## src/rtl/fetch_ctrl.sv

```systemverilog
// LC-3b instruction fetch sequencer: owns the PC, runs the I-cache read handshake,
// and holds the fetched instruction until decode accepts it.
module fetch_ctrl #(
  parameter logic [15:0] RESET_PC = 16'h0000
) (
  input  logic        clk,
  input  logic        reset,
  output logic        icache_read,
  output logic [15:0] icache_address,
  input  logic        icache_resp,
  input  logic [15:0] icache_rdata,
  output logic        ir_load,
  output logic [15:0] ir_data,
  output logic        inst_valid,
  output logic [15:0] inst_pc,
  input  logic        decode_ready,
  input  logic        redirect,
  input  logic [15:0] redirect_pc
);

  typedef enum logic [1:0] {IDLE, FETCH, HOLD, FLUSH} state_t;

  state_t      state, state_next;
  logic [15:0] pc, pc_next;
  logic [15:0] pend_pc, pend_pc_next;
  logic        inst_valid_next;
  logic [15:0] inst_pc_next;
  logic [15:0] redirect_target;

  assign redirect_target = redirect_pc & 16'hFFFE;
  assign icache_address  = pc;
  assign ir_data         = icache_rdata;

  always_ff @(posedge clk) begin
    if (reset) begin
      state      <= IDLE;
      pc         <= RESET_PC & 16'hFFFE;
      pend_pc    <= 16'h0000;
      inst_valid <= 1'b0;
      inst_pc    <= 16'h0000;
    end else begin
      state      <= state_next;
      pc         <= pc_next;
      pend_pc    <= pend_pc_next;
      inst_valid <= inst_valid_next;
      inst_pc    <= inst_pc_next;
    end
  end

  // FLUSH keeps pc at the outstanding address so the cache sees a stable request
  // while the redirect target waits in pend_pc.
  always_comb begin
    state_next      = state;
    pc_next         = pc;
    pend_pc_next    = pend_pc;
    inst_valid_next = inst_valid;
    inst_pc_next    = inst_pc;
    icache_read     = 1'b0;
    ir_load         = 1'b0;

    unique case (state)
      IDLE: begin
        state_next = FETCH;
        if (redirect) pc_next = redirect_target;
      end

      FETCH: begin
        icache_read = 1'b1;
        if (icache_resp && !redirect) begin
          ir_load         = 1'b1;
          inst_pc_next    = pc;
          pc_next         = pc + 16'd2;
          inst_valid_next = 1'b1;
          state_next      = HOLD;
        end else if (icache_resp && redirect) begin
          pc_next = redirect_target;
        end else if (redirect) begin
          pend_pc_next = redirect_target;
          state_next   = FLUSH;
        end
      end

      HOLD: begin
        if (redirect) begin
          inst_valid_next = 1'b0;
          pc_next         = redirect_target;
          state_next      = FETCH;
        end else if (decode_ready) begin
          inst_valid_next = 1'b0;
          state_next      = FETCH;
        end
      end

      FLUSH: begin
        icache_read = 1'b1;
        if (redirect) pend_pc_next = redirect_target;
        if (icache_resp) begin
          pc_next    = redirect ? redirect_target : pend_pc;
          state_next = FETCH;
        end
      end

      default: state_next = IDLE;
    endcase
  end

endmodule

```

## config.mk

```make
export PLATFORM = sky130hd
export DESIGN_NAME = fetch_ctrl
export DESIGN_NICKNAME = d
export VERILOG_FILES = /design/src/rtl/fetch_ctrl.sv
export SDC_FILE = /design/constraint.sdc
export NUM_CORES = 1
export LEC_CHECK = 0
export CORE_MARGIN = 2
export CORE_UTILIZATION = 25
export CTS_BUF_LIST = sky130_fd_sc_hd__clkbuf_2 sky130_fd_sc_hd__clkbuf_4 sky130_fd_sc_hd__clkbuf_8
export DETAILED_ROUTE_END_ITERATION = 7
export PLACE_DENSITY_LB_ADDON = 0.3
export SLEW_MARGIN = 20
export SYNTH_ARGS = -nofsm -noshare
export SYNTH_HDL_FRONTEND = slang
export SYNTH_SLANG_ARGS = --single-unit
```

## constraint.sdc

```tcl
create_clock -name clk -period 3.6 [get_ports clk]
set_input_delay 0.72 -clock clk [delete_from_list [all_inputs] [get_ports clk]]
set_output_delay 0.72 -clock clk [all_outputs]
set_load 0.01 [all_outputs]
```

==> results_dict.tcl <==
set metrics [dict create \
    run_status "finished, final reports clean" \
    fmax_mhz 349 \
    port_buffers 54 \
    place_area_sq_mm 0.00310 \
    r2r_setup_slack_ns 1.61 \
    clock_skew_ns 0.0107 \
    p_int_uw 829 \
    routedWlPerCell_um 13.9 \
    viasPerCell 4.71 \
    cts-buffers-inserted 5 \
    hp-class "reg -> reg" \
    synth_ff_type "dfxtp_1" \
    floorplan.rows 37 \
    crit_chain "clkdlybuf4s50_1 -> nand3b_4 -> nand2b_4 -> inv_2 -> clkdlybuf4s50_1" \
    drc 0 \
    cpMostUsedCell "clkdlybuf4s50_1" \
    synth_fa_ha_area_share_pct 0.484 \
    cts_tree "yes" \
    synth.yosys.seq_area_share_pct 39.5 \
    clk_latency_ns 0.31 \
    switching_share_pct 29.6 \
    cts_setup_buffers 0 \
    yosys.cell_types.count 54 \
    final_nets 404 \
    synth_simple_gate_area_share_pct 25.1 \
    critPathMaxFanout 7 \
    syn_area_per_cell_sq_um 7.70 \
    h-tree-depth 2 \
    finalWirelength_um 7010 \
    grt_max_degree 30 \
    leakage_nw 1.11 \
    synth_warnings 0 \
    drtIter0Drc 162 \
    initial_core_util_pct 25.4 \
    cts.clk_slew.worst_paths_ns 0.10 \
    vias 2367 \
    p_sw_uw 349 \
    layout_min_cycle_time_ns 2.87 \
    hold_buffers 0 \
    routabilityCongestion 0.802 \
    powerDensity_mw_per_mm2 368 \
    postLayoutSetupSlackWorst_ns 0.735 \
    yosys.area.top_type "dfxtp_1" \
    core_sq_mm 0.0102 \
    rsz0062_at_grt "false" \
    io_pins 88 \
    fin_area_sq_mm 0.00320 \
    die_w_um 106 \
    finalHoldViolCount 0 \
    fin_tns_setup_ns 0 \
    cts_resized 0 \
    synth-seq-cells 51 \
    dieHeight_um 106 \
    required_ns 2.88 \
    grt_usage_pct 12.6 \
    postRouteAntennaNets 0 \
    power.share.clock_pct 30.0 \
    syn2layout_area_growth_pct 23.6 \
    vdd_drop_max_mv 0.167 \
    finalCritPeriodShare_pct 79.6 \
    die_area_sq_mm 0.0112 \
    critPathLaunchType "primary input" \
    synth_area_leaders "dfxtp_1 (39%), nand2_1 (10%), a21oi_1 (9.1%)" \
    relSlewSlack_pct 58.0 \
    synthCells 336 \
    worst_pin_slew_ns 0.630 \
    p_comb_share_pct 16.8 \
    arrival_ns 2.15 \
    cts.sink_count 51 \
    clock_tree.root_cell "clkbuf_8" \
    final-setup-viol-count 0 \
    synthArstFlopShare_pct 0 \
    maxCapViolations 0 \
    clockBufferDepth 2 \
    overflow 0 \
    synth_top_family_by_area "simple AND/OR/NAND/NOR gates" \
    grt_pass1_wl_um 11400 \
    synth_most_common_cell "nand2_1" \
    syn-num-nets 374 \
    drv_slew 0 \
    slowest_stage "clkdlybuf4s50_1" \
    drive_above_1_share_pct 7.63 \
    num_antenna_cells 0 \
    synth_mux_area_share_pct 1.55 \
    synth_commonest_cells "nand2_1 (71), dfxtp_1 (51), a21oi_1 (47), nor2_1 (29), o21ai_0 (19)" \
    preCtsSetupSlack_ns 0.720 \
    place_hpwl_um 5050 \
    slowest_delay_ns 0.52 \
    synth_xor_area_share_pct 0.339 \
    end_kind "output port" \
    grt_pass1_vias 2266 \
    yosysTopAreaCellShare_pct 39.5 \
    seqPwrFrac_pct 53.2 \
    power.total_mw 1.18 \
    worstSetupPathType "in -> out" \
    synth-compound-area-share_pct 22.6 \
    syn_area_sq_mm 0.00259 \
    dr.pass1.iters 4 \
    synth_edf_count 0 \
    antenna_found_initial 0 \
]
power groups by stage:
stage | sequential (mW) | clock, mW | combinational (mW)
after global placement | 0.640 | 0 | 0.196
final | 0.627 | 0.353 | 0.198
after global routing | 0.634 | 0.383 | 0.217
after detailed placement | 0.641 | 0 | 0.199
after CTS | 0.628 | 0.364 | 0.199
after floorplan | 0.636 | 0 | 0.125
layout by cell type, fill, tap and decap left out, types with 5 or more instances in the layout:
cell / n
clkdlybuf4s50_1: 53
nor3_1: 7
buf_4: 6
o21ai_0: 19
clkbuf_8: 5
inv_1: 7
nor2_1: 29
a21oi_1: 47
nand2_1: 71
dfxtp_1: 51
nand3_1: 5
stage by stage:
| step | utilization, % | std cells | hold slack, ns |
|---|---|---|---|
| 4_1_cts | 31.4 | 503 | 0.464 |
| 3_5_place_dp | 30.5 | 495 | 0.448 |
| 3_3_place_gp | 30.5 | 495 | 0.441 |
| 6_report | 31.4 | 503 | 0.461 |
| 5_1_grt | 31.4 | 503 | 0.479 |
| 2_1_floorplan | - | 336 | 0.436 |
routing by layer:
layer	vias to the layer above	routed length, um	track usage, %
li1	1206	-	-
met1	1090	3200	16.7
met2	64	3340	20.6
met3	7	382	2.72
met4	0	93	3.76
met5	-	0	0
worst paths after layout:
| path | from | to | depth (start not counted) |
|---|---|---|---|
| worst max register to register | state[0] | icache_address[9] | 5 |
| worst min register to register | inst_pc[2] | inst_pc[2] | 2 |
| worst min-delay path | inst_pc[2] | inst_pc[2] | 2 |
| worst max-delay path | icache_resp | ir_load | 5 |
cells by family (layout without fill, tap and decap cells):
family / Yosys count / count (layout)
AND/OR/NAND/NOR: 139 / 139
AO/OA/AOI/OAI: 94 / 94
flip-flops: 51 / 51
buffers and inverters: 46 / 77
multiplexers: 4 / 4
adder cells (fa/ha/maj): 1 / 1
XOR/XNOR: 1 / 1
sequential cells by signal, indices dropped and copies added (netlist names):
name,count
inst_pc,16
inst_valid,1
icache_address,16
state,2
pend_pc,16
critical path, delay by kind of cell:
family	cells	cell delay [ns]
buffers and inverters	3	1.10
and+or+nand+nor	2	0.32
layout make-up:
class | instances | area (sq um)
clock buffer | 5 | 68.8
clock inverter | 3 | 26.3
fill | 1122 | 6990
inverter | 9 | 33.8
multi-input combinational | 239 | 1300
sequential | 51 | 1020
tap | 136 | 170
timing repair buffer | 60 | 581
No activity file was read; power rests on OpenSTA's default activity.
